===== src/rtl/pci_stream_gearbox.sv =====
// Width converter between a one-pixel stream and packed multi-lane words, in both directions,
// with pixel-count based frame tracking and one-cycle frame-done pulses.
module pci_stream_gearbox #(
    parameter int PIXEL_W         = 8,
    parameter int PIXELS_PER_BEAT = 32,
    parameter int FRAME_PIXELS    = 262144,
    parameter int CNT_W           = $clog2(FRAME_PIXELS + 1)
) (
    input  logic                               clk,
    input  logic                               rstn,
    input  logic                               s_valid,
    input  logic [PIXEL_W-1:0]                 s_data,
    output logic                               s_ready,
    output logic                               m_valid,
    output logic [PIXEL_W*PIXELS_PER_BEAT-1:0] m_data,
    output logic [PIXELS_PER_BEAT-1:0]         m_keep,
    output logic                               m_last,
    input  logic                               m_ready,
    input  logic                               e_valid,
    input  logic [PIXEL_W*PIXELS_PER_BEAT-1:0] e_data,
    input  logic [PIXELS_PER_BEAT-1:0]         e_keep,
    output logic                               e_ready,
    output logic                               o_valid,
    output logic [PIXEL_W-1:0]                 o_data,
    input  logic                               o_ready,
    output logic                               in_frame_done,
    output logic                               out_frame_done
);
    localparam int P     = PIXELS_PER_BEAT;
    localparam int W     = PIXEL_W * P;
    localparam int IDX_W = (P > 1) ? $clog2(P) : 1;
    localparam int NL_W  = $clog2(P + 1);
    localparam logic [IDX_W-1:0] LAST_IDX = IDX_W'(P - 1);
    localparam logic [CNT_W-1:0] LAST_CNT = CNT_W'(FRAME_PIXELS - 1);

    logic             r_active;
    logic             r_m_valid;
    logic [W-1:0]     r_m_data;
    logic [P-1:0]     r_m_keep;
    logic             r_m_last;
    logic [IDX_W-1:0] r_in_idx;
    logic [CNT_W-1:0] r_in_cnt;
    logic             r_in_done;

    logic             w_retire;
    logic             w_s_accept;
    logic             w_frame_end;
    logic             w_close;
    logic [W-1:0]     w_fill_data;
    logic [P-1:0]     w_fill_keep;

    assign s_ready       = r_active & (~r_m_valid | m_ready);
    assign m_valid       = r_m_valid;
    assign m_data        = r_m_data;
    assign m_keep        = r_m_keep;
    assign m_last        = r_m_last;
    assign in_frame_done = r_in_done;

    assign w_retire    = r_m_valid & m_ready;
    assign w_s_accept  = s_valid & s_ready;
    assign w_frame_end = (r_in_cnt == LAST_CNT);
    assign w_close     = (r_in_idx == LAST_IDX) | w_frame_end;

    // A retiring word is replaced by a zeroed one, so an accepted pixel starts a fresh word.
    always_comb begin
        w_fill_data = w_retire ? '0 : r_m_data;
        w_fill_keep = w_retire ? '0 : r_m_keep;
        w_fill_data[r_in_idx*PIXEL_W +: PIXEL_W] = s_data;
        w_fill_keep[r_in_idx] = 1'b1;
    end

    always_ff @(posedge clk or negedge rstn) begin
        if (!rstn) begin
            r_active  <= 1'b0;
            r_m_valid <= 1'b0;
            r_m_data  <= '0;
            r_m_keep  <= '0;
            r_m_last  <= 1'b0;
            r_in_idx  <= '0;
            r_in_cnt  <= '0;
            r_in_done <= 1'b0;
        end else begin
            r_active  <= 1'b1;
            r_in_done <= w_retire & r_m_last;
            if (w_s_accept) begin
                r_m_data  <= w_fill_data;
                r_m_keep  <= w_fill_keep;
                r_m_valid <= w_close;
                r_m_last  <= w_frame_end;
                r_in_idx  <= w_close ? '0 : r_in_idx + 1'b1;
                r_in_cnt  <= w_frame_end ? '0 : r_in_cnt + 1'b1;
            end else if (w_retire) begin
                r_m_valid <= 1'b0;
                r_m_data  <= '0;
                r_m_keep  <= '0;
                r_m_last  <= 1'b0;
            end
        end
    end

    logic [W-1:0]     r_e_data;
    logic [NL_W-1:0]  r_n_lanes;
    logic [NL_W-1:0]  r_out_idx;
    logic             r_busy;
    logic [CNT_W-1:0] r_out_cnt;
    logic             r_out_done;

    logic [NL_W-1:0]  w_e_pop;
    logic             w_o_take;
    logic             w_last_lane;
    logic             w_e_accept;

    always_comb begin
        w_e_pop = '0;
        for (int unsigned k = 0; k < P; k++) begin
            w_e_pop = w_e_pop + NL_W'(e_keep[k]);
        end
    end

    assign w_o_take    = r_busy & o_ready;
    assign w_last_lane = (r_out_idx == r_n_lanes - NL_W'(1));
    // Taking the final lane frees the holding register in the same cycle, so words run back to back.
    assign e_ready     = r_active & (~r_busy | (w_o_take & w_last_lane));
    assign w_e_accept  = e_valid & e_ready;

    assign o_valid        = r_busy;
    assign o_data         = r_e_data[r_out_idx*PIXEL_W +: PIXEL_W];
    assign out_frame_done = r_out_done;

    always_ff @(posedge clk or negedge rstn) begin
        if (!rstn) begin
            r_e_data   <= '0;
            r_n_lanes  <= '0;
            r_out_idx  <= '0;
            r_busy     <= 1'b0;
            r_out_cnt  <= '0;
            r_out_done <= 1'b0;
        end else begin
            r_out_done <= w_o_take & (r_out_cnt == LAST_CNT);
            if (w_o_take) begin
                r_out_cnt <= (r_out_cnt == LAST_CNT) ? '0 : r_out_cnt + 1'b1;
                if (w_last_lane) begin
                    r_busy <= 1'b0;
                end else begin
                    r_out_idx <= r_out_idx + 1'b1;
                end
            end
            if (w_e_accept && (w_e_pop != '0)) begin
                r_e_data  <= e_data;
                r_n_lanes <= w_e_pop;
                r_out_idx <= '0;
                r_busy    <= 1'b1;
            end
        end
    end
endmodule


===== config.mk =====
export PLATFORM = sky130hd
export DESIGN_NAME = pci_stream_gearbox
export DESIGN_NICKNAME = d
export VERILOG_FILES = /design/src/rtl/pci_stream_gearbox.sv
export SDC_FILE = /design/constraint.sdc
export NUM_CORES = 1
export LEC_CHECK = 0
export ABC_AREA = 1
export BUFFER_PORTS_ARGS = -buffer_cell sky130_fd_sc_hd__buf_2
export CAP_MARGIN = 20
export CORE_AREA = 2 2 236 238
export CTS_CLUSTER_SIZE = 24
export DETAILED_ROUTE_END_ITERATION = 7
export DIE_AREA = 0 0 238 240
export PLACE_DENSITY_LB_ADDON = 0.2
export SYNTH_ARGS = -nofsm -noshare
export SYNTH_HDL_FRONTEND = slang
export SYNTH_SLANG_ARGS = --single-unit

===== constraint.sdc =====
create_clock -name clk -period 7.15 [get_ports clk]
set_clock_uncertainty 0.1 [all_clocks]
set_input_delay 0.715 -clock clk [delete_from_list [all_inputs] [get_ports clk]]
set_output_delay 0.715 -clock clk [all_outputs]
set_load 0.05 [all_outputs]

Yosys cells after proc, flatten, opt, wreduce, memory -nomap -nowiden --
Cells that the tools add are included.
Storage, ports and cells: bits in latches 0, register bits after elaboration 605, RAM bits 0, memories kept 0, output and inout port bits 303, input port bits 302, bits in read-only memories 0, logic and storage cells 103
Operators by class: magnitude comparators 2, shift-type cells 3, bitwise logic cells 15, divide/modulo/power cells 0, muxes and demuxes 19, eq/ne operators 5, add/sub/neg operators 37, reductions and logical operators 8, multipliers 0
Operators with widths (number):
- two-way mux 256 bit | 2
- bitwise mux 256 bit | 1
- variable shift 8 x 34 -> 256 bit (first input constant) | 1
- indexed part select 256 x 10 -> 8 bit | 1
- indexed part select 8 x 34 -> 256 bit | 1
- adder 6 x 1 -> 6 bit | 26
- two-way mux 32 bit | 2
- adder 19 x 1 -> 19 bit (second input constant) | 2
- equality test 19 x 18 -> 1 bit (second input constant) | 2
- two-way mux 19 bit | 2
- negation 8 -> 34 bit | 1
- bitwise OR 32 bit | 1
- two-way mux 6 bit | 3
- AND 1 bit | 9
- two-way mux 1 bit | 7
- adder 5 x 1 -> 6 bit | 1
- adder 6 x 1 -> 6 bit (second input constant) | 1
- equality test 6 bit | 1
- less-than comparator 5 x 6 -> 1 bit (second input constant) | 1
- nonzero test 2 bit | 3
- nonzero test 6 bit | 1
- subtractor 6 x 1 -> 6 bit (second input constant) | 1
- adder 4 x 1 -> 5 bit | 1
- adder 5 x 1 -> 5 bit (second input constant) | 1
- 12 further kinds | 17

Depth between registers and ports, before layout --
Gate-level depths: netlist of the first run.
depth in word-level cells 35, mapped depth 23, gate-level depth less buffers 21

Worst setup path before layout of the first run --
OpenSTA, ideal clock, no wires.
path type input to register, from input e_keep[23], to register r_e_data[220], buffers on the path 2, path slack 1360 ps, stages on the path 23, library setup time 118 ps, required time 6932 ps, arrival 5571 ps, cell sequence inv_1 fa_1 fa_1 inv_1 fa_1 inv_1 fa_1 fa_1 fa_1 inv_1 ha_1 inv_1 fa_1 nand3b_1 nand2_1 xor2_1 nor2_1 nand2_2 nand4_1 buf_2 buf_2 nand2_1 nand2_1
On the way: cells in the longest elaborated chain, start to end 11
RTL lines:
- from (decl) | RTL line 21 | input logic [PIXELS_PER_BEAT-1:0] e_keep,
- adder 6 x 1 -> 6 bit (9 in series) | RTL line 116 | w_e_pop = w_e_pop + NL_W'(e_keep[k]);
- nonzero test 6 bit | RTL line 148 | if (w_e_accept && (w_e_pop != '0)) begin
- logical AND 1 bit | RTL line 148
- to (signal assigned) | RTL line 149 | r_e_data <= e_data;
- to (decl) | RTL line 101 | logic [W-1:0] r_e_data;
Every way passes these cells. A chain may end at the register's enable or synchronous reset.

Final worst setup path of the first run --
from input e_keep[17], to register r_e_data[110]
On the way: cells in the longest elaborated chain, start to end 17
RTL lines (RTL line):
- adder 6 x 1 -> 6 bit (15 in series) | 116
- nonzero test 6 bit | 148
- logical AND 1 bit | 148
Every way passes these cells.

==> metrics.md, run 1 <==
| Metric | Value |
|---|---|
| Outcome | `completed` |
| Count leader, synth | `nand2_1` |
| Initial Utilization | `0.520` |
| Layout cells sized above 1 | `0.204` |
| Slowest cell on crit path | `fa_1` |
| Setup crit start kind | `input pin` |
| Area contributors post-synth | `dfrtp_1 53%, nand2_1 11%, o21ai_0 6.5%` |
| Routed vias | `26300` |
| Hold buffer count at cts | `0` |
| Port Buf Inserts | `604` |
| Pwr Total | `0.0161 W` |
| Hold Vio Cnt, Final | `0` |
| Post-synthesis compound-gate area fraction | `0.104` |
| FMAX | `172 MHz` |
| Pwr Density | `477 nW/um^2` |
| Root buf cell | `clkbuf_16` |
| Worst rel slew slack | `0.289` |
| Clock transition at the registers of the reported paths | `0.06 ns` |
| Dpl cell area | `31600 um^2` |
| Post-synthesis mux area share | `0.000352` |
| Total GRT Usage | `0.330` |
| Number of global-route vias before repair | `25000` |
| WS Path Type | `in2reg` |
| Main combinational cell family by area after synthesis | `simple AND/OR/NAND/NOR gates` |
| Final setup violation count | `0` |
| First-pass GRT wire length | `147000 um` |
| Crit-path cells | `buf_2 -> fa_1 -> inv_1 -> fa_1 -> inv_1 -> fa_1 -> inv_1 -> fa_1 -> fa_1 -> fa_1 -> inv_1 -> ha_1 -> inv_1 -> fa_1 -> nand3b_1 -> nand2_1 -> xor2_1 -> nor2_1 -> nand2_8 -> nand4_1 -> buf_12 -> buf_12 -> nand2_1 -> nand2_1` |
| Crit-path most repeated cell | `fa_1` |
| Syn Inst Count | `3302` |
| RSZ-0062 raised after global routing | `false` |
| Initial DRC count | `2635` |
| Die H | `240 um` |
| Max-slew violations | `0` |
| Crit path capture type | `flip-flop` |
| Worst slew pin tran | `1.07 ns` |
| P&R area growth vs syn | `18.8%` |
| Placeable Area | `54700 um^2` |
| Arr. time, crit path | `6.28 ns` |
| Seq/Total Area, Yosys | `0.532` |
| Final period util | `0.815` |
| Drt pass-1 iters | `6` |
| Crit path largest cell delay | `0.52 ns` |
| Post-synth top flop | `dfrtp_1` |
| CTS Buffer Depth | `3` |
| Drt wl/cell | `21.1 um` |
| Xor/xnor share of the synthesized area | `0.00889` |
| Crit Path Max Fanout | `44` |
| WL final | `95400 um` |
| LEAKAGE | `17.3 nW` |
| Synth top area share | `0.532` |
| Syn_area_per_cell | `8.61 um^2` |
| Syn nets | `3649` |
| Hold Crit Class | `in2async` |
| HPWL Detailed | `65500 um` |
| Synth Register Bits | `605` |
| Post-synth top cells | `820 x nand2_1, 605 x dfrtp_1, 369 x o21ai_0` |
| Yosys warning count | `0` |
| Cell area after layout | `33800 um^2` |
| Simple-Gate Fraction of Synth Area | `0.269` |
| # resized after CTS | `0` |
| Htree depth | `2` |
| Die Footprint | `57100 um^2` |
| Post-synth ARST share | `1.00` |
| Die width | `238 um` |
| Global route overflow | `0` |
| Routability Congestion | `0.928` |
| Final setup TNS | `0 ns` |
| Initial antenna violation count | `20` |
| Standard-cell row count | `86` |
| Routed Antenna Nets | `0` |
| Fillers | `4831` |
| Pin count of the biggest net entering global routing | `188` |
| DRC violation count after routing | `0` |
| Total Nets Final | `4092` |
| Max-cap violations | `0` |
| Vias per inst | `5.81` |
| Io pins | `605` |
| Crit path buf inv count | `8` |
| Post-CTS setup buffer count | `0` |
| Latest clock arrival within the worst-skew pair | `0.63 ns` |
| Synth area leader | `dfrtp_1` |
| Worst VDD drop | `0.785 mV` |
| TritonCTS clock tree | `built` |
| CTS buffer count | `61` |
| Post-Synth Adder-Cell Area | `0.0261` |
| Post-synth cell types | `48` |
| Post-synth EDFFs | `0` |
| Min Tclk post-route | `5.83 ns` |
| CP delay by family, top | `adder cells` |
| CTS sink cnt | `605` |
| Post-Syn Area | `28400 um^2` |
| Worst EP required | `7.60 ns` |
## sequential cells by signal, indices dropped and copies added (netlist names)
| register | count |
|---|---|
| r_out_idx | 6 |
| m_keep | 32 |
| r_in_idx | 5 |
| r_e_data | 256 |
| r_n_lanes | 6 |
| m_last | 1 |
| out_frame_done | 1 |
| m_valid | 1 |
| r_out_cnt | 19 |
| r_active | 1 |
| in_frame_done | 1 |
| r_in_cnt | 19 |
| m_data | 256 |
| o_valid | 1 |
## kinds of logic (layout without fill, tap and decap cells)
kind of cell / after synthesis / after routing
simple gates: 1698 / 1698
flops: 605 / 605
compound gates: 528 / 528
buf+inv: 396 / 887
fa+ha+maj: 45 / 45
xor+xnor: 28 / 28
other cells: 1 / 22
mux: 1 / 1
## layer usage
metal | global-route usage | wire length [um] | up-vias
li1 | - | - | 12100
met1 | 0.439 | 37600 | 12800
met2 | 0.522 | 45000 | 1136
met3 | 0.0746 | 8670 | 204
met4 | 0.142 | 4010 | 8
met5 | 0 | 51 | -
## placed cells by master, fill, tap and decap left out, drive strengths merged, types with 21 or more instances in the layout
cell type  count
clkbuf        85
a32o          24
nor2         266
o21ai        412
buf          627
nor3          38
nand4        276
clkinv        22
o22ai         37
dfrtp        605
fa            24
ha            21
nand3        285
nand2        826
inv          144
diode         21
## path summary, 6_finish.rpt
check                                     end  cells after the start    startpoint  slack [ns]
worst max-delay path            r_e_data[110]                     24    e_keep[17]        1.32
worst min-delay path            r_e_data[214]                      1          rstn        0.01
worst max register to register    m_data[110]                     10   r_in_idx[0]        3.30
worst min register to register   r_e_data[73]                      2  r_e_data[73]        0.37
max in group asynchronous       r_e_data[140]                      2          rstn        5.39
min in group clk                 r_e_data[16]                      3    e_data[16]        0.23
## power by group
group          switching [W]  leakage, nW  internal (W)
registers           0.000726         7.94       0.00452
clock network        0.00141         1.05       0.00197
logic                0.00556         8.33       0.00191
total                0.00770         17.3       0.00840
## metrics by stage
step                 util  cells  hold slack [ns]  worst slack, ns
floorplan               -   3302            0.319             1.36
global placement    0.578   4386            0.358            0.785
detailed placement  0.578   4386            0.360            0.720
CTS                 0.617   4497           0.0383             1.38
global route        0.618   4511           0.0679            0.994
finish              0.618   4518           0.0122             1.32
## layout make-up
class / count / area [um^2] / area share
flip-flops and latches: 605 / 15100 / 0.448
clock inverters: 27 / 345 / 0.0102
repair buffers: 628 / 3380 / 0.100
inverters: 148 / 559 / 0.0166
multi-input cells: 2301 / 11700 / 0.345
well taps: 704 / 881 / 0.0261
diodes: 21 / 52.6 / 0.00156
clock buffers: 84 / 1760 / 0.0522
Note: power is estimated with default switching activity, not from simulation.
==> run 2: changes to the inputs <==
--- a/config.mk
+++ b/config.mk
@@ -8,10 +8,10 @@
 export ABC_AREA = 1
 export BUFFER_PORTS_ARGS = -buffer_cell sky130_fd_sc_hd__buf_2
 export CAP_MARGIN = 20
-export CORE_AREA = 2 2 236 238
+export CORE_AREA = 2 2 238 240
 export CTS_CLUSTER_SIZE = 24
 export DETAILED_ROUTE_END_ITERATION = 7
-export DIE_AREA = 0 0 238 240
+export DIE_AREA = 0 0 240 242
 export PLACE_DENSITY_LB_ADDON = 0.2
 export SYNTH_ARGS = -nofsm -noshare
 export SYNTH_HDL_FRONTEND = slang
==> constraint.sdc (replaced) <==
create_clock -name clk -period 5.7 [get_ports clk]
set_clock_uncertainty 0.1 [all_clocks]
set_input_delay 0.57 -clock clk [delete_from_list [all_inputs] [get_ports clk]]
set_output_delay 0.57 -clock clk [all_outputs]
set_load 0.05 [all_outputs]
==> run 2 against run 1 <==
  * Sequential share of layout area down 0.54 points
  * First-iteration DRC count up 6.3%
  * Global-route usage up 0.17 points
  * Non-clock buffer count up 36
  * Cell count up 1.8%
  * Register-to-register slack worse by 1.5 ns
  * Critical endpoint is now r_e_data[159]
==> metrics.md, run 2 (synthesized netlist as in run 1, its figures left out) <==
| Metric | Value |
|---|---|
| Worst rel slew slack | `0.319 (was 0.289)` |
| Min Tclk post-route | `5.48 ns` |
| Number of global-route vias before repair | `25600 (was 25000)` |
| Routed vias | `26600 (was 26300)` |
| Worst VDD drop | `0.590 mV (was 0.785 mV)` |
| Crit-path most repeated cell | `fa_1 (unchanged)` |
| Routability Congestion | `0.936 (was 0.928)` |
| Pwr Total | `0.0209 W (was 0.0161 W)` |
| Total Nets Final | `4133 (was 4092)` |
| CTS buffer count | `66 (was 61)` |
| Initial DRC count | `2802 (was 2635)` |
| CTS sink cnt | `605 (unchanged)` |
| Combinational power share | `0.477 (was 0.464)` |
| Metal-1 WL | `38800 um (was 37600 um)` |
| Die H | `242 um (was 240 um)` |
| Crit Path Max Fanout | `30 (was 44)` |
| Post-CTS setup buffer count | `0 (unchanged)` |
| Met3 Wirelength | `8840 um (was 8670 um)` |
| R2R Setup Slk | `1.82 ns (was 3.30 ns)` |
| Worst EP required | `6.07 ns (was 7.60 ns)` |
| Vias per inst | `5.78 (was 5.81)` |
| Io pins | `605 (unchanged)` |
| Global route overflow | `0 (unchanged)` |
| Clock transition at the registers of the reported paths | `0.06 ns (about the same)` |
| Drt pass-1 iters | `6 (unchanged)` |
| Die width | `240 um (was 238 um)` |
| Arr. time, crit path | `5.86 ns (was 6.28 ns)` |
| Setup WS post-layout | `0.218 ns (was 1.32 ns)` |
| Max-slew violations | `0 (unchanged)` |
| Standard-cell row count | `87 (was 86)` |
| Htree depth | `3 (was 2)` |
| Pwr Density | `611 nW/um^2 (was 477 nW/um^2)` |
| Setup crit start kind | `input pin (unchanged)` |
| Hold Crit Class | `in2reg (was in2async)` |
| Sw frac | `0.472 (was 0.478)` |
| Worst hold slack | `0.100 ns (was 0.0122 ns)` |
| FMAX | `182 MHz` |
| HPWL Detailed | `67800 um (was 65500 um)` |
| Pin count of the biggest net entering global routing | `203 (was 188)` |
| Latest clock arrival within the worst-skew pair | `0.61 ns (was 0.63 ns)` |
| CTS Buffer Depth | `3 (unchanged)` |
| Crit path capture type | `flip-flop (unchanged)` |
| Placeable Area | `55700 um^2 (was 54700 um^2)` |
| Place WS | `-0.411 ns (was 0.720 ns)` |
| Max-cap violations | `0 (unchanged)` |
| Drt wl/cell | `21.1 um (about the same)` |
| Root buf cell | `clkbuf_16 (unchanged)` |
| Hold Vio Cnt, Final | `0 (unchanged)` |
| Dpl cell area | `32000 um^2 (was 31600 um^2)` |
| Clock power frac | `0.205 (was 0.210)` |
| First-pass GRT wire length | `150000 um (was 147000 um)` |
| DRC violation count after routing | `0 (unchanged)` |
| Layout cells sized above 1 | `0.209 (was 0.204)` |
| Fillers | `4913 (was 4831)` |
| Die Footprint | `58100 um^2 (was 57100 um^2)` |
| WL final | `96900 um (was 95400 um)` |
| Routed Antenna Nets | `0 (unchanged)` |
| Outcome | `completed (unchanged)` |
| Port Buf Inserts | `604 (unchanged)` |
| Final design utilization | `0.614 (was 0.618)` |
| Reg power frac | `0.318 (was 0.326)` |
| Internal power | `0.0110 W (was 0.00840 W)` |
| Crit-path cells | `buf_2 -> fa_1 -> inv_1 -> fa_1 -> inv_1 -> fa_1 -> inv_1 -> fa_1 -> fa_1 -> fa_1 -> inv_1 -> ha_1 -> inv_1 -> fa_1 -> nand3b_1 -> nand2_1 -> xor2_2 -> nor2_2 -> nand2_8 -> nand4_1 -> buf_12 -> buf_12 -> nand2_1 -> nand2_1 (was buf_2 -> fa_1 -> inv_1 -> fa_1 -> inv_1 -> fa_1 -> inv_1 -> fa_1 -> fa_1 -> fa_1 -> inv_1 -> ha_1 -> inv_1 -> fa_1 -> nand3b_1 -> nand2_1 -> xor2_1 -> nor2_1 -> nand2_8 -> nand4_1 -> buf_12 -> buf_12 -> nand2_1 -> nand2_1)` |
| P_sw | `0.00986 W (was 0.00770 W)` |
| P&R area growth vs syn | `20.2% (was 18.8%)` |
| Crit path largest cell delay | `0.53 ns (was 0.52 ns)` |
| Commonest non-fill, non-tap cell in the layout | `nand2_1 (unchanged)` |
| Most frequent cells in the layout | `819 x nand2_1, 603 x dfrtp_1, 602 x buf_2, 369 x o21ai_0, 280 x nand3_1 (unchanged)` |
| Top layer in use | `met5 (unchanged)` |
| WS Path Type | `in2reg (unchanged)` |
| Worst slew pin tran | `1.02 ns (was 1.07 ns)` |
| Final period util | `0.962` |
| Met2 Routed Length | `45100 um (was 45000 um)` |
| Slowest cell on crit path | `fa_1 (unchanged)` |
| Final setup violation count | `0 (unchanged)` |
| Initial Utilization | `0.510 (was 0.520)` |
| LEAKAGE | `17.5 nW (was 17.3 nW)` |
| TritonCTS clock tree | `built (unchanged)` |
| Cell area after layout | `34200 um^2 (was 33800 um^2)` |
| Initial antenna violation count | `11 (was 20)` |
| Total GRT Usage | `0.332 (was 0.330)` |
[run 2: final timing paths]
kind | startpoint | depth (start not counted) | end
setup / recovery | e_keep[17] | 24 | r_e_data[159]
hold / removal | e_data[3] | 3 | r_e_data[3]
setup reg to reg | r_in_idx[0] | 10 | m_data[238]
hold reg to reg | r_e_data[200] | 2 | r_e_data[200]
max in group asynchronous | rstn | 3 | m_data[184]
min in group asynchronous | rstn | 2 | r_e_data[225]
[run 2: cell type report]
class	instances	area, um^2	area share
clock buffers	97	1910	0.0559
repair buffers	664	3720	0.109
diodes	13	32.5	0.000951
multi-input cells	2301	11700	0.341
clock inverters	15	215	0.00629
inverters	148	559	0.0164
well taps	756	946	0.0277
flip-flops and latches	605	15100	0.443
[run 2: power groups by stage]
| stage | logic [W] | registers, W | clock network [W] |
|---|---|---|---|
| after floorplan | 0.00523 | 0.00785 | 0 |
| after global placement | 0.00973 | 0.00665 | 0 |
| after detailed placement | 0.00986 | 0.00664 | 0 |
| after CTS | 0.00988 | 0.00661 | 0.00434 |
| after global routing | 0.0108 | 0.00680 | 0.00450 |
| final | 0.00998 | 0.00665 | 0.00429 |
[run 2: critical path, delay by kind of cell]
family | cells | cell delay (ns)
xor+xnor | 1 | 0.18
fa+ha+maj | 8 | 3.46
buf+inv | 8 | 0.85
simple gates | 7 | 0.75
[run 2: per-stage QoR]
stage               cells  setup TNS, ns
global placement     4473         -72.35
global route         4592        -0.0182
CTS                  4586              0
detailed placement   4473         -93.18
finish               4599              0
floorplan            3302              0
[run 2: routing by layer]
metal | vias to the layer above | GRT usage
met5 | - | 0
met4 | 4 | 0.141
met3 | 208 | 0.0790
met2 | 1206 | 0.515
met1 | 12900 | 0.446
li1 | 12200 | -
[run 2: repair_timing]
action | 4_1_cts | 5_1_grt
resized for setup | 0 | 3
hold buffers | 1 | 0
endpoints found under the setup margin | 0 | 35
endpoints found under the hold margin | 78 | 0
